<file path="config.mk">
export PLATFORM = sky130hd
export DESIGN_NAME = time_bcd_to_count
export DESIGN_NICKNAME = d
export VERILOG_FILES = /design/src/rtl/time_bcd_to_count_pkg.sv /design/src/rtl/time_bcd_to_count_digit_check.sv /design/src/rtl/time_bcd_to_count.sv
export SDC_FILE = /design/constraint.sdc
export NUM_CORES = 1
export LEC_CHECK = 0
export BUFFER_PORTS_ARGS = -buffer_cell sky130_fd_sc_hd__buf_2
export CAP_MARGIN = 20
export CORE_MARGIN = 5
export CORE_UTILIZATION = 55
export DETAILED_ROUTE_END_ITERATION = 10
export GPL_ROUTABILITY_DRIVEN = 0
export PLACE_DENSITY = 0.74
export SLEW_MARGIN = 0
export SYNTH_ARGS = -nofsm -noshare
export SYNTH_HDL_FRONTEND = slang
export SYNTH_HIERARCHICAL = 1
export SYNTH_SLANG_ARGS = --single-unit
</file>
<file path="constraint.sdc">
create_clock -name i_Clk_5MHz -period 6.8 [get_ports i_Clk_5MHz]
set_clock_uncertainty 0.05 [all_clocks]
set_input_delay 0.34 -clock i_Clk_5MHz [delete_from_list [all_inputs] [get_ports i_Clk_5MHz]]
set_output_delay 0.34 -clock i_Clk_5MHz [all_outputs]
set_load 0.005 [all_outputs]
</file>
<file path="src/rtl/time_bcd_to_count_pkg.sv">
// Shared constants and types for the BCD time-entry path and the timekeeping formatter.
// The nibble positions and time-base constants are kept here so both directions of the conversion agree.
package time_bcd_to_count_pkg;

    typedef enum logic [2:0] {
        ST_IDLE  = 3'd0,
        ST_CHECK = 3'd1,
        ST_HOURS = 3'd2,
        ST_MIN   = 3'd3,
        ST_SEC   = 3'd4,
        ST_FRAC  = 3'd5,
        ST_DONE  = 3'd6
    } conv_state_t;

    localparam int H1_MSB = 31;
    localparam int H1_LSB = 28;
    localparam int H2_MSB = 27;
    localparam int H2_LSB = 24;
    localparam int M1_MSB = 23;
    localparam int M1_LSB = 20;
    localparam int M2_MSB = 19;
    localparam int M2_LSB = 16;
    localparam int S1_MSB = 15;
    localparam int S1_LSB = 12;
    localparam int S2_MSB = 11;
    localparam int S2_LSB = 8;
    localparam int F1_MSB = 7;
    localparam int F1_LSB = 4;
    localparam int F2_MSB = 3;
    localparam int F2_LSB = 0;

    localparam int MAX_COUNT          = 8640000;
    localparam int HOURS_PER_HALF_DAY = 12;
    localparam int SEC_PER_MIN        = 60;
    localparam int HUND_PER_SEC       = 100;

    // Two BCD digits to binary; 10*t is built as (t<<3)+(t<<1).
    function automatic logic [6:0] bcd2bin(input logic [3:0] tens, input logic [3:0] ones);
        logic [6:0] t;
        t = {3'b000, tens};
        return (t << 3) + (t << 1) + {3'b000, ones};
    endfunction

endpackage

</file>
<file path="src/rtl/time_bcd_to_count_digit_check.sv">
// Combinational validation of a packed 12-hour BCD time and split into binary two-digit fields.
module time_digit_check
    import time_bcd_to_count_pkg::*;
(
    input  logic [31:0] bcd_i,
    output logic        valid_o,
    output logic [6:0]  hour_o,
    output logic [6:0]  min_o,
    output logic [6:0]  sec_o,
    output logic [6:0]  frac_o
);

    logic nibbles_ok;

    assign hour_o = bcd2bin(bcd_i[H1_MSB:H1_LSB], bcd_i[H2_MSB:H2_LSB]);
    assign min_o  = bcd2bin(bcd_i[M1_MSB:M1_LSB], bcd_i[M2_MSB:M2_LSB]);
    assign sec_o  = bcd2bin(bcd_i[S1_MSB:S1_LSB], bcd_i[S2_MSB:S2_LSB]);
    assign frac_o = bcd2bin(bcd_i[F1_MSB:F1_LSB], bcd_i[F2_MSB:F2_LSB]);

    always_comb begin
        nibbles_ok = 1'b1;
        for (int i = 0; i < 8; i++) begin
            if (bcd_i[i*4 +: 4] > 4'd9) nibbles_ok = 1'b0;
        end
    end

    // Field range checks are only meaningful once every nibble is a decimal digit.
    assign valid_o = nibbles_ok
                   && (bcd_i[H1_MSB:H1_LSB] <= 4'd1)
                   && (hour_o >= 7'd1)
                   && (hour_o <= 7'(HOURS_PER_HALF_DAY))
                   && (bcd_i[M1_MSB:M1_LSB] <= 4'd5)
                   && (bcd_i[S1_MSB:S1_LSB] <= 4'd5);

endmodule

</file>
<file path="src/rtl/time_bcd_to_count.sv">
// Converts a user-entered 12-hour BCD time plus AM/PM into a linear hundredths-of-second count.
// Handshake: i_Start is taken only in IDLE; o_Done pulses once per accepted request, with o_Error qualifying it.
module time_bcd_to_count
    import time_bcd_to_count_pkg::*;
#(
    parameter int BIT_WIDTH = 24,
    parameter int MAX_COUNT = time_bcd_to_count_pkg::MAX_COUNT
) (
    input  logic                 i_Clk_5MHz,
    input  logic                 i_Reset,
    input  logic                 i_Start,
    input  logic [31:0]          i_Time,
    input  logic                 i_PM,
    output logic                 o_Busy,
    output logic                 o_Done,
    output logic                 o_Error,
    output logic [BIT_WIDTH-1:0] o_Count
);

    if (BIT_WIDTH < $clog2(MAX_COUNT)) begin : g_width_check
        $error("BIT_WIDTH too small to hold MAX_COUNT-1");
    end

    conv_state_t          state_q, state_d;
    logic [31:0]          time_q, time_d;
    logic                 pm_q, pm_d;
    logic [BIT_WIDTH-1:0] acc_q, acc_d;
    logic [BIT_WIDTH-1:0] count_q, count_d;
    logic                 error_q, error_d;
    logic                 busy_q, done_q;

    logic       fields_valid;
    logic [6:0] hour_bin, min_bin, sec_bin, frac_bin;
    logic [6:0] hour24;

    time_digit_check u_check (
        .bcd_i   (time_q),
        .valid_o (fields_valid),
        .hour_o  (hour_bin),
        .min_o   (min_bin),
        .sec_o   (sec_bin),
        .frac_o  (frac_bin)
    );

    // 12 AM is hour 0 of the day; 12 PM stays 12; other PM hours shift by 12.
    always_comb begin
        hour24 = (hour_bin == 7'(HOURS_PER_HALF_DAY)) ? 7'd0 : hour_bin;
        if (pm_q) hour24 = hour24 + 7'(HOURS_PER_HALF_DAY);
    end

    always_comb begin
        state_d = state_q;
        time_d  = time_q;
        pm_d    = pm_q;
        acc_d   = acc_q;
        count_d = count_q;
        error_d = error_q;
        case (state_q)
            ST_IDLE: begin
                if (i_Start) begin
                    time_d  = i_Time;
                    pm_d    = i_PM;
                    error_d = 1'b0;
                    state_d = ST_CHECK;
                end
            end
            ST_CHECK: begin
                if (fields_valid) begin
                    state_d = ST_HOURS;
                end else begin
                    error_d = 1'b1;
                    state_d = ST_DONE;
                end
            end
            ST_HOURS: begin
                acc_d   = BIT_WIDTH'(hour24);
                state_d = ST_MIN;
            end
            ST_MIN: begin
                acc_d   = (acc_q << 6) - (acc_q << 2) + BIT_WIDTH'(min_bin);
                state_d = ST_SEC;
            end
            ST_SEC: begin
                acc_d   = (acc_q << 6) - (acc_q << 2) + BIT_WIDTH'(sec_bin);
                state_d = ST_FRAC;
            end
            ST_FRAC: begin
                acc_d   = (acc_q << 6) + (acc_q << 5) + (acc_q << 2) + BIT_WIDTH'(frac_bin);
                count_d = acc_d;
                state_d = ST_DONE;
            end
            ST_DONE: begin
                state_d = ST_IDLE;
            end
            default: begin
                state_d = ST_IDLE;
            end
        endcase
    end

    always_ff @(posedge i_Clk_5MHz) begin
        if (i_Reset) begin
            state_q <= ST_IDLE;
            time_q  <= '0;
            pm_q    <= 1'b0;
            acc_q   <= '0;
            count_q <= '0;
            error_q <= 1'b0;
            busy_q  <= 1'b0;
            done_q  <= 1'b0;
        end else begin
            state_q <= state_d;
            time_q  <= time_d;
            pm_q    <= pm_d;
            acc_q   <= acc_d;
            count_q <= count_d;
            error_q <= error_d;
            busy_q  <= (state_d != ST_IDLE);
            done_q  <= (state_d == ST_DONE);
        end
    end

    assign o_Busy  = busy_q;
    assign o_Done  = done_q;
    assign o_Error = error_q;
    assign o_Count = count_q;

endmodule

</file>
Word level (Yosys, flattened, before mapping):

Index checks and enable logic that the tools add are counted.

* add/subtract/negate cells: 15
* $mul: 0
* div/mod/pow operators: 0
* $lt $le $gt $ge: 13
* equality and inequality tests: 9
* shift-type cells: 0
* muxes and demuxes: 17
* bitwise operators: 0
* reduce and logical (&&, ||, !) cells: 11

Operator list (count)
* case mux 22 bit (4 select lines): 1
* adder 24 bit: 2
* adder 22 x 7 -> 22 bit: 2
* greater-than comparator 4 bit, second input constant: 8
* adder 7 x 4 -> 7 bit: 4
* adder 7 x 5 -> 7 bit: 4
* adder 24 x 7 -> 24 bit: 1
* subtractor 22 bit: 1
* case mux 3 bit (6 select lines): 1
* 2-to-1 mux 7 bit: 2
* 2-to-1 mux 1 bit: 10
* equality test 3 bit, second input constant: 3
* less-or-equal comparator 4 x 3 -> 1 bit, second input constant: 2
* adder 7 x 4 -> 7 bit, second input constant: 1
* equality test 7 x 4 -> 1 bit, second input constant: 1
* >= comparator 7 x 1 -> 1 bit, second input constant: 1
* less-or-equal comparator 7 x 4 -> 1 bit, second input constant: 1
* equality test 3 x 2 -> 1 bit, second input constant: 2
* 2-to-1 mux 3 bit: 2
* logical AND 1 bit: 5
* less-or-equal comparator 4 x 1 -> 1 bit, second input constant: 1
* inequality test 2 bit, second input constant: 2
* nonzero test 4 bit: 1
* equality test 3 x 1 -> 1 bit, second input constant: 1
* 6 further kinds: 6

* register bits: 85
* latch bits: 0
* RAM bits: 0
* bits in read-only memories: 0
* input port bits: 36
* word-level logic and storage cells: 73
* memories kept: 0

Depth between registers and ports, before layout:

* word-level depth: 17
* mapped depth: 20
* gate-level depth less buffers: 20

By module:

The synthesis kept the hierarchy.

By module, submodules not included
* time_bcd_to_count: times used 1, cells each 802, area an instance 6482.5 um2, seq. area each 1701.6 um2
* time_digit_check: times used 1, cells each 89, area an instance 862.1 um2, seq. area each 0.0 um2

Worst setup path after synthesis:

No wires, ideal clock.

* path type: flip-flop to flip-flop
* start: register time_q[3]
* end: register count_q[23] (netlist: o_Count[23])
* library setup time: 0.058 ns
* data arrival time: 4.485 ns
* path slack: 2.207 ns
* cell stages (with the launch flop): 20
* buffers on the path: 0
* period minus slack after synthesis: 4.593 ns
* cells stage by stage: dfxtp_1 > fa_1 > ha_1 > a21o_1 > a21oi_1 > xnor2_1 > inv_1 > fa_1 > inv_1 > ha_1 > ha_1 > a21o_1 > a21oi_1 > o21a_1 > or4_1 > a41oi_1 > o41a_1 > a31oi_1 > nor4b_1 > a211o_1

* longest elaborated chain between the ends: 2

RTL lines
* start, declared: RTL line time_bcd_to_count.sv:25 `logic [31:0] time_q, time_d;`
* start signal, assigned: RTL line time_bcd_to_count.sv:113 `time_q <= time_d;`
* adder 7 x 4 -> 7 bit: RTL line time_bcd_to_count_pkg.sv:41 `return (t << 3) + (t << 1) + {3'b000, ones};`
* named net frac_bin[5]: RTL line time_bcd_to_count.sv:33 `logic [6:0] hour_bin, min_bin, sec_bin, frac_bin;`
* adder 24 x 7 -> 24 bit: RTL line time_bcd_to_count.sv:88 `acc_d = (acc_q << 6) + (acc_q << 5) + (acc_q << 2) + BIT_WIDTH'(frac_bin);`
* end signal, assigned: RTL line time_bcd_to_count.sv:116 `count_q <= count_d;`
* end, declared: RTL line time_bcd_to_count.sv:28 `logic [BIT_WIDTH-1:0] count_q, count_d;`

The timed path passes the listed nets, and every way through them passes these cells.
A chain may end at the register's enable or synchronous reset.

Worst setup path after layout:

* start: register time_q[6]
* end: register count_q[22] (netlist: o_Count[22])

* longest elaborated chain between the ends: 3

RTL lines (RTL line)
* adder 7 x 5 -> 7 bit: time_bcd_to_count_pkg.sv:41
* adder 7 x 4 -> 7 bit: time_bcd_to_count_pkg.sv:41
* named net frac_bin[5]: time_bcd_to_count.sv:33
* adder 24 x 7 -> 24 bit: time_bcd_to_count.sv:88

The timed path passes the listed nets, and every way through them passes these cells.

==> impl_metrics.yaml <==
critical_path:
  r2r_slack_ns: 1.64
  path_max_fanout: 4
  crit_required_ns: 6.99
  cp-start-kind: "flip-flop"
  timing.critical_path.arrival_ns: 5.35
  worstSetupEndpointType: "flip-flop"
  r2r-start: "time_q[6]$_SDFFE_PP0P_"
  timing.rr.end: "o_Count[22]$_SDFFE_PP0P_"
  r2r_cells: 20
  crit_type: "flip-flop to flip-flop"
detailed_routing:
  remaining_drc_errors: 0
  first_pass_iters: 7
  drtIter0Drc: 373
  via_per_inst: 5.69
  vias: 6314
  wirelength_um: 16900
  wl_per_cell_um: 15.2
  ant_nets: 0
pwr:
  p_switching_mw: 1.62
  power.leakage_nw: 3.82
  power_density_nw_per_um2: 428
  p_int_mw: 1.82
  power_mw: 3.45
  seqPwrFrac: 0.201
  power.share.switching: 0.471
  pwr-share-clk: 0.147
  p_comb_frac: 0.652
  vdd_drop_max_uv: 177
sta:
  finalMaxSlewViolations: 0
  min_period_ns: 5.16
  tightest_slew_ns: 0.913
  totalNegativeSetupSlack_ns: 0
  relSlewSlack: 0.391
  fmax_mhz: 194
  rsz0062_at_grt: "no"
  hold_violations: 0
  fin_crit_sh: 0.758
  setup_viol: 0
outcome:
  status: "finished, final reports clean"
cts:
  worstSkewPairLatency_ns: 0.35
  htreeDepth: 3
  cts_buffers: 9
  cts_sinks: 85
  cts.path.max_buffers: 2
  clkTransAtPathRegs_ns: 0.07
  clockRootBuffer: "clkbuf_16"
  postCtsSetupBuffers: 0
  cts_tree: "yes"
  hold_buffers: 0
  post_cts_resized: 0
yosys:
  ys_warn_count: 6
  synth_edf_count: 0
  synth_flop_cell: "dfxtp_1"
  synthMuxAreaShare: 0.0165
  syn_nets: 1049
  yosys-top-cells-area: "dfxtp_1 23%, ha_1 16%, fa_1 7.9%, nand2_1 7.4%, a21oi_1 6.5%"
  yosysTopAreaCell: "dfxtp_1"
  yosysSeqAreaShare: 0.232
  synth_top_area_frac: 0.232
  syn-instance-count: 891
  synth_top_family_by_area: "adder cells"
  async_flop_share: 0
  synth-xor-area-share: 0.0763
  avgSynthCellArea_sq_um: 8.24
  synth_adder_area_share: 0.237
  synth_compound_area_frac: 0.194
  synthSimpleGateAreaFrac: 0.191
  synth.distinct_cells: 70
  ys_seq_elements: 85
  syn_area_sq_um: 7340
finish:
  antenna-diode-count: 0
  final_layout_size_suffix_gt1_frac: 0.116
  syn_to_final_growth_pct: 9.68
  final_util: 0.611
  nets: 1087
  final_cells: 1110
global_route:
  grt_max_degree: 89
  grt-ovfl-total: 0
  antenna_found_initial: 0
  grt_pass1_wl_um: 28900
  grt_usage: 0.217
  grt_pass1_vias: 6236
die:
  die-area_sq_um: 15800
  ios: 63
  die_w_um: 126
  num_rows: 42
  die_h_um: 126
  core_sq_um: 13200
  start_util: 0.557
place:
  io_buffers: 62
  dpl.hpwl_um: 12900
  dp_cells: 1093
hold_path:
  hold_start: "i_PM"
  worstHoldPathType: "input port to flip-flop"
  min_path_cells: 3
  min_to: "pm_q$_SDFFE_PP0P_"
flow_run:
  maxCapViolations: 0
## final cells by class
cell class | count | area (sq um)
Multi-Input combinational cell | 711 | 5270
Fill cell | 1207 | 5130
Sequential cell | 85 | 1700
Timing Repair Buffer | 67 | 363
Clock buffer | 9 | 225
Tap cell | 176 | 220
Inverter | 55 | 206
Clock inverter | 7 | 73.8
## kinds of logic (layout without fill, tap and decap cells)
logic type,Yosys count,count (layout)
AND/OR/NAND/NOR,285,285
flip-flops,85,85
adder cells (fa/ha/maj),122,122
AO/OA/AOI/OAI,229,229
buffers and inverters,95,138
multiplexers,11,11
XOR/XNOR,64,64
## per-stage QoR
| step | worst slack [ns] | hold WS [ns] | instance area, sq um |
|---|---|---|---|
| 2_1_floorplan | 2.21 | 0.387 | 7340 |
| 3_3_place_gp | 1.78 | 0.390 | 7730 |
| 3_5_place_dp | 1.68 | 0.396 | 7740 |
| 4_1_cts | 1.66 | 0.161 | 8040 |
| 5_1_grt | 1.18 | 0.169 | 8060 |
| 6_report | 1.64 | 0.170 | 8060 |
## metal layers
layer | wire length (um) | track usage | up-vias
met4 | 408 | 0.0823 | 0
met1 | 7330 | 0.266 | 2903
met3 | 804 | 0.0362 | 34
met5 | 0 | 0 | -
met2 | 8370 | 0.382 | 156
li1 | - | - | 3221
## power by group through the flow
stage / clock (mW) / combinational, mW / sequential [mW]
global route: 0.534 / 2.52 / 0.706
detailed placement: 0 / 2.22 / 0.704
finish: 0.507 / 2.25 / 0.693
global placement: 0 / 2.19 / 0.702
CTS: 0.515 / 2.24 / 0.693
floorplan: 0 / 1.84 / 0.658
## how the worst max path moves through the flow
stage | start | to
2_1_floorplan | time_q[3]$_SDFFE_PP0P_ | o_Count[23]$_SDFFE_PP0P_
3_3_place_gp | time_q[3]$_SDFFE_PP0P_ | o_Count[22]$_SDFFE_PP0P_
3_5_place_dp | time_q[3]$_SDFFE_PP0P_ | o_Count[22]$_SDFFE_PP0P_
4_1_cts | time_q[6]$_SDFFE_PP0P_ | o_Count[22]$_SDFFE_PP0P_
5_1_grt | time_q[6]$_SDFFE_PP0P_ | o_Count[22]$_SDFFE_PP0P_
6_report | time_q[6]$_SDFFE_PP0P_ | o_Count[22]$_SDFFE_PP0P_
## critical path: stages (launching register included)
cell	delay [ns]
dfxtp_1	0.39
fa_1	0.49
ha_1	0.32
a21o_1	0.16
a21oi_1	0.16
xnor2_1	0.13
inv_1	0.06
fa_1	0.47
inv_1	0.04
ha_1	0.29
inv_1	0.06
fa_1	0.46
nor2b_1	0.12
o21ai_0	0.11
a21boi_0	0.38
o21ai_0	0.28
a21oi_1	0.28
a31oi_1	0.16
o21ai_0	0.26
nor4b_1	0.09
a211o_1	0.30
## synth_stat cells, drive strengths merged (5+ instances only)
master / count
a211oi: 10
a21o: 19
a21oi: 98
a22oi: 9
a31oi: 16
buf: 10
clkbuf: 30
dfxtp: 85
fa: 29
ha: 93
inv: 54
mux2: 9
nand2: 145
nand2b: 9
nand3: 15
nand4: 10
nor2: 38
nor2b: 8
nor3: 16
nor3b: 5
nor4b: 8
o21a: 6
o21ai: 31
o22ai: 8
or3: 6
xnor2: 38
xor2: 26
## cell usage in the layout (no fill, tap or decap), types with 19 or more instances in the layout
cell     instances
buf_2           62
nand2_1        145
ha_1            93
o21ai_0         30
inv_1           54
xor2_1          26
xnor2_1         38
nor2_1          37
fa_1            29
dfxtp_1         85
a21o_1          19
a21oi_1         96
## sequential cells by signal (all words and copies together) (netlist names)
name / count
o_Busy: 1
o_Error: 1
o_Count: 24
time_q: 32
o_Done: 1
pm_q: 1
state_q: 3
acc_q: 22
No activity file was read; power rests on OpenSTA's default activity.
